**src/rtl/osd_cdm_pkg.sv**
```systemverilog
// rtl/osd_cdm_pkg.sv - shared constants, event codes and FSM state type for the CDM bridge
package osd_cdm_pkg;

  localparam logic [15:0] CDM_REG_CORE_CTRL      = 16'h0200;
  localparam logic [15:0] CDM_REG_CORE_REG_UPPER = 16'h0201;
  localparam logic [15:0] CDM_REG_STATUS         = 16'h0202;
  localparam logic [15:0] CDM_CORE_SPACE_BASE    = 16'h8000;

  localparam logic [15:0] EV_STALL  = 16'h0001;
  localparam logic [15:0] EV_RESUME = 16'h0000;

  typedef enum logic [1:0] {
    ST_IDLE = 2'd0,
    ST_BUS  = 2'd1,
    ST_RESP = 2'd2
  } cdm_state_t;

endpackage

```
**src/rtl/osd_cdm_event_buf.sv**
```systemverilog
// rtl/osd_cdm_event_buf.sv - stall/resume edge detect feeding a one-deep event buffer
module osd_cdm_event_buf
  import osd_cdm_pkg::*;
#(
  parameter int EVENT_ON_RESUME = 1
) (
  input  logic        clk,
  input  logic        rst,
  input  logic        du_stall_o,
  input  logic        event_consumed,
  output logic        event_available,
  output logic [15:0] event_data,
  output logic        event_overflow
);

  logic stall_q;
  logic rise;
  logic fall;
  logic ev_fire;

  assign rise    = du_stall_o & ~stall_q;
  assign fall    = ~du_stall_o & stall_q & (EVENT_ON_RESUME != 0);
  assign ev_fire = rise | fall;

  always_ff @(posedge clk) begin
    if (rst) begin
      stall_q         <= 1'b0;
      event_available <= 1'b0;
      event_data      <= 16'h0000;
      event_overflow  <= 1'b0;
    end else begin
      stall_q        <= du_stall_o;
      event_overflow <= 1'b0;
      if (ev_fire) begin
        event_data      <= rise ? EV_STALL : EV_RESUME;
        event_available <= 1'b1;
        // A concurrent consume frees the slot, so only an unconsumed pending event counts as lost.
        event_overflow  <= event_available & ~event_consumed;
      end else if (event_consumed) begin
        event_available <= 1'b0;
      end
    end
  end

endmodule

```
**src/rtl/osd_cdm_bridge.sv**
```systemverilog
// rtl/osd_cdm_bridge.sv - OSD register access to CPU debug-unit bus bridge with watchdog and stall events
module osd_cdm_bridge
  import osd_cdm_pkg::*;
#(
  parameter int CORE_DATA_WIDTH      = 32,
  parameter int CORE_ADDR_WIDTH      = 16,
  parameter int CORE_REG_UPPER_RESET = 0,
  parameter int TIMEOUT_CYCLES       = 256,
  parameter int EVENT_ON_RESUME      = 1
) (
  input  logic                       clk,
  input  logic                       rst,
  input  logic                       reg_request,
  input  logic                       reg_write,
  input  logic [15:0]                reg_addr,
  input  logic [CORE_DATA_WIDTH-1:0] reg_wdata,
  output logic                       reg_ack,
  output logic                       reg_err,
  output logic [CORE_DATA_WIDTH-1:0] reg_rdata,
  output logic                       du_stall_i,
  input  logic                       du_stall_o,
  output logic                       du_stb_i,
  input  logic                       du_ack_o,
  output logic [CORE_ADDR_WIDTH-1:0] du_adr_i,
  output logic                       du_we_i,
  output logic [CORE_DATA_WIDTH-1:0] du_dat_i,
  input  logic [CORE_DATA_WIDTH-1:0] du_dat_o,
  output logic                       event_available,
  input  logic                       event_consumed,
  output logic [15:0]                event_data,
  output logic                       event_overflow
);

  localparam int          UPPER_W = CORE_ADDR_WIDTH - 15;
  localparam bit          WD_EN   = (TIMEOUT_CYCLES != 0);
  localparam logic [31:0] WD_LAST = 32'(TIMEOUT_CYCLES - 1);

  cdm_state_t         state;
  logic [UPPER_W-1:0] core_reg_upper;
  logic               timeout_sticky;
  logic [31:0]        wd_cnt;

  always_ff @(posedge clk) begin
    if (rst) begin
      state          <= ST_IDLE;
      core_reg_upper <= UPPER_W'(CORE_REG_UPPER_RESET);
      timeout_sticky <= 1'b0;
      wd_cnt         <= 32'd0;
      reg_ack        <= 1'b0;
      reg_err        <= 1'b0;
      reg_rdata      <= '0;
      du_stall_i     <= 1'b0;
      du_stb_i       <= 1'b0;
      du_adr_i       <= '0;
      du_we_i        <= 1'b0;
      du_dat_i       <= '0;
    end else begin
      reg_ack <= 1'b0;
      reg_err <= 1'b0;
      case (state)
        ST_IDLE: begin
          if (reg_request) begin
            state <= ST_RESP;
            if (reg_addr[15]) begin
              du_adr_i <= {core_reg_upper, reg_addr[14:0]};
              du_we_i  <= reg_write;
              du_dat_i <= reg_write ? reg_wdata : '0;
              du_stb_i <= 1'b1;
              wd_cnt   <= 32'd0;
              state    <= ST_BUS;
            end else if (reg_addr == CDM_REG_CORE_CTRL) begin
              reg_ack <= 1'b1;
              if (reg_write) du_stall_i <= reg_wdata[0];
              else           reg_rdata  <= CORE_DATA_WIDTH'(du_stall_i);
            end else if (reg_addr == CDM_REG_CORE_REG_UPPER) begin
              reg_ack <= 1'b1;
              if (reg_write) core_reg_upper <= reg_wdata[UPPER_W-1:0];
              else           reg_rdata      <= CORE_DATA_WIDTH'(core_reg_upper);
            end else if (reg_addr == CDM_REG_STATUS && !reg_write) begin
              reg_ack        <= 1'b1;
              reg_rdata      <= CORE_DATA_WIDTH'({timeout_sticky, du_stall_o});
              timeout_sticky <= 1'b0;
            end else begin
              reg_err <= 1'b1;
            end
          end
        end
        ST_BUS: begin
          // Ack is tested first so a late ack on the final watchdog cycle still completes.
          if (du_ack_o) begin
            du_stb_i <= 1'b0;
            reg_ack  <= 1'b1;
            if (!du_we_i) reg_rdata <= du_dat_o;
            state <= ST_RESP;
          end else if (WD_EN && wd_cnt == WD_LAST) begin
            du_stb_i       <= 1'b0;
            reg_err        <= 1'b1;
            timeout_sticky <= 1'b1;
            state          <= ST_RESP;
          end else begin
            wd_cnt <= wd_cnt + 32'd1;
          end
        end
        ST_RESP: state <= ST_IDLE;
        default: state <= ST_IDLE;
      endcase
    end
  end

  osd_cdm_event_buf #(
    .EVENT_ON_RESUME(EVENT_ON_RESUME)
  ) u_event_buf (
    .clk            (clk),
    .rst            (rst),
    .du_stall_o     (du_stall_o),
    .event_consumed (event_consumed),
    .event_available(event_available),
    .event_data     (event_data),
    .event_overflow (event_overflow)
  );

endmodule

```
**config.mk**
```make
export PLATFORM = sky130hd
export DESIGN_NAME = osd_cdm_bridge
export DESIGN_NICKNAME = d
export VERILOG_FILES = /design/src/rtl/osd_cdm_pkg.sv /design/src/rtl/osd_cdm_event_buf.sv /design/src/rtl/osd_cdm_bridge.sv
export SDC_FILE = /design/constraint.sdc
export NUM_CORES = 1
export LEC_CHECK = 0
export CAP_MARGIN = 20
export CORE_UTILIZATION = 43
export DETAILED_ROUTE_END_ITERATION = 6
export PLACE_DENSITY_LB_ADDON = 0.2
export SYNTH_ARGS = -nofsm -noshare
export SYNTH_HDL_FRONTEND = slang
export SYNTH_SLANG_ARGS = --single-unit
export TNS_END_PERCENT = 100
```
**constraint.sdc**
```tcl
create_clock -name clk -period 3.4 [get_ports clk]
set_clock_uncertainty 0.2 [all_clocks]
set_input_delay 0.85 -clock clk [delete_from_list [all_inputs] [get_ports clk]]
set_output_delay 0.85 -clock clk [all_outputs]
set_load 0.005 [all_outputs]
```
==> summary.md <==
| Metric | Value |
|---|---|
| Run status | finished clean |
| Cells along the critical path | clkdlybuf4s50_1, nand3b_4, a2111oi_4, nand4_2, or4_1, a21oi_1 |
| Hold_buf cts | 0 |
| Peak supply drop | 0.3502 mV |
| Vias per cell | 5.255 |
| WP data arrival | 3090 ps |
| Area Growth Syn to Fin | 46.47% |
| Number of global-route vias before repair | 5,015 |
| CTS buffer count | 17 |
| Largest net degree at the start of global routing | 96 |
| Final WS setup | 454.8 ps |
| Core Box Area | 0.01206 mm2 |
| Num ports | 190 |
| Ys flop type | dfxtp_1 |
| Initial antenna violation count | 0 |
| Worst-Skew Late Latency | 410 ps |
| DRC viols | 0 |
| HPWL Detailed | 10,500 um |
| Die height | 113.5 um |
| Critical Path End Type | flip-flop |
| Final hold vios | 0 |
| Post-synthesis sequential area ratio | 0.4677 |
| Pins Over Slew Limit | 0 |
| H-tree levels | 4 |
| Clock period minus worst slack | 2945 ps |
| Synth Instances | 648 |
| Ys async rst share | 0 |
| ANT nets after route | 0 |
| Post-cts resize count | 0 |
| Starting DRT DRC Count | 350 |
| Nets@finish | 902 |
| Yosys Warn Count | 0 |
| CTS tree | yes |
| Crit Path Max Fanout | 12 |
| Total Routing Usage GR | 0.2410 |
| Routed vias | 5,223 |
| Power Dens Cells | 487.5 mW/mm2 |
| Cell family with most CP delay | simple AND/OR/NAND/NOR gates |
| Worst slew margin | 0.6371 |
| Antenna diode count | 0 |
| Die area | 0.01289 mm2 |
| Post-route insts no fill | 994 |
| Final count of negative-setup-slack endpoints | 0 |
| Mapped cell area | 0.005350 mm2 |
| Chip Width | 113.5 um |
| Max Clk Rate | 339.5 MHz |
| Port-buffer cells | 174 |
| Netlist cell types | 57 |
| Setup TNS Final | 0 ps |
| Avg WL per Cell | 15.12 um |
| GPL Wtd Cong | 0.8103 |
| Post-CTS Setup Inserts | 0 |
| Post-synth EDFFs | 0 |
| Worst path slowest cell | clkdlybuf4s50_1 |
| Cells after DPL | 962 |
| Flops & latches, synth | 125 |
| CP peak stage delay | 610 ps |
| Initial Util | 0.4436 |
| First-pass GRT wire length | 24,630 um |
| Leakage | 2.715 nW |
| Fillers | 983 |
| Clock Tree Root | clkbuf_16 |
| Layout cell share with drive strength beyond 1 | 0.07627 |
| 1st-pass router iterations | 5 |
| Hold crit path type | flip-flop to flip-flop |
| Max-Cap Viols | 0 |
| Worst-path clk slew | 50 ps |
| Worst Path Required | 3540 ps |
| # rows | 40 |
| Clk buf depth | 2 |
| Routed WL | 15,030 um |
| GRT overflow | 0 |
| Worst Setup Start Kind | primary input |
| Syn avg cell area | 8.256 um2 |
| Setup CP Type | primary input to flip-flop |
| RSZ-0062 raised after global routing | no |
| Worst path bufs/invs | 1 |
| Setup WS pre-CTS | 73.80 ps |
| Slew @ Worst Pin | 544.3 ps |
| Final period util | 0.8662 |
| CTS Sinks | 125 |
worst paths after layout:
kind,from,slack (ps),cells past startpoint,to
worst max-delay path,reg_addr[15],450,6,wd_cnt[29]
worst min-delay path,du_dat_i[16],250,2,du_dat_i[16]
worst max register to register,state[0],990,5,wd_cnt[29]
worst min register to register,du_dat_i[16],250,2,du_dat_i[16]
sequential cells by signal (all words and copies together), names as in the netlist, 2 cells and up:
| name | count |
|---|---|
| du_dat_i | 32 |
| du_adr_i | 16 |
| state | 2 |
| wd_cnt | 32 |
| reg_rdata | 32 |
cell usage in the layout (no fill, tap or decap), drive strengths merged, types with 3 or more instances in the layout:
cell,n
a211oi,3
or3,16
o21ai,15
nor3,4
nand4,13
xor2,4
and4,4
a21oi,100
bufinv,4
nand2b,5
clkbuf,27
o31ai,3
clkdlybuf4s50,173
nor2b,3
inv,9
o21a,4
mux2i,7
dfxtp,125
buf,19
nand2,119
o211ai,8
or4,9
and3,4
nor2,24
nor4,14
nand3,71
conb,15
metrics by stage:
stage | instance area (um2) | util | hold WS (ps) | total power, mW
global route | 7836 | 0.6497 | 269.1 | 3.962
global placement | 7188 | 0.5960 | 237.3 | 1.876
floorplan | 5403 | - | 243.8 | 1.694
detailed placement | 7188 | 0.5960 | 243.0 | 1.881
CTS | 7836 | 0.6497 | 249.9 | 3.850
finish | 7836 | 0.6497 | 248.5 | 3.820
worst min-delay path, stage by stage (launching register included):
cell and delay, ps:
dfxtp_1 310, nand2_1 50, a21oi_1 50
per-layer routing:
| metal | part of all wire | GRT usage | wire [um] |
|---|---|---|---|
| met1 | 0.43 | 0.2949 | 6433 |
| met2 | 0.48 | 0.3894 | 7253 |
| met3 | 0.071 | 0.07758 | 1064 |
| met4 | 0.019 | 0.1026 | 282 |
| met5 | 0 | 0 | 0 |
logic make-up (layout without fill, tap and decap cells):
kind of cell	Yosys count	after routing	synth area share
mux	7	7	0.01310
other cells	1	15	0.0007009
xor+xnor	5	5	0.008185
simple gates	294	294	0.2748
flops	125	125	0.4677
compound gates	145	145	0.1581
fa+ha+maj	2	2	0.004677
buf+inv	69	233	0.07273
synthesized netlist by cell type, types with 8 or more instances:
cell type	number	area [um2]
dfxtp_1	125	2502
nand2_1	119	446.7
a21oi_1	100	500.5
nand3_1	71	355.3
clkbuf_1	25	93.84
nor2_1	24	90.09
buf_4	15	112.6
nor4_1	14	87.58
o21ai_0	14	70.07
or3_1	14	87.58
nand4_1	10	62.56
inv_1	9	33.78
buf_2	8	40.04
o211ai_1	8	60.06
or4_1	8	60.06
report_power, final:
group          internal [mW]  switching [mW]
clock network           1.34           0.625
logic                  0.182           0.154
registers               1.50          0.0191
layout make-up:
| class | instances | area (um2) | area share |
|---|---|---|---|
| clock buffer | 27 | 523.0 | 0.06674 |
| clock inverter | 5 | 125.1 | 0.01597 |
| inverter | 9 | 33.78 | 0.004311 |
| multi-input combinational | 468 | 2520 | 0.3216 |
| sequential | 125 | 2502 | 0.3193 |
| tap | 168 | 210.2 | 0.02682 |
| timing repair buffer | 192 | 1922 | 0.2452 |
Note: power is estimated with default switching activity, not from simulation.
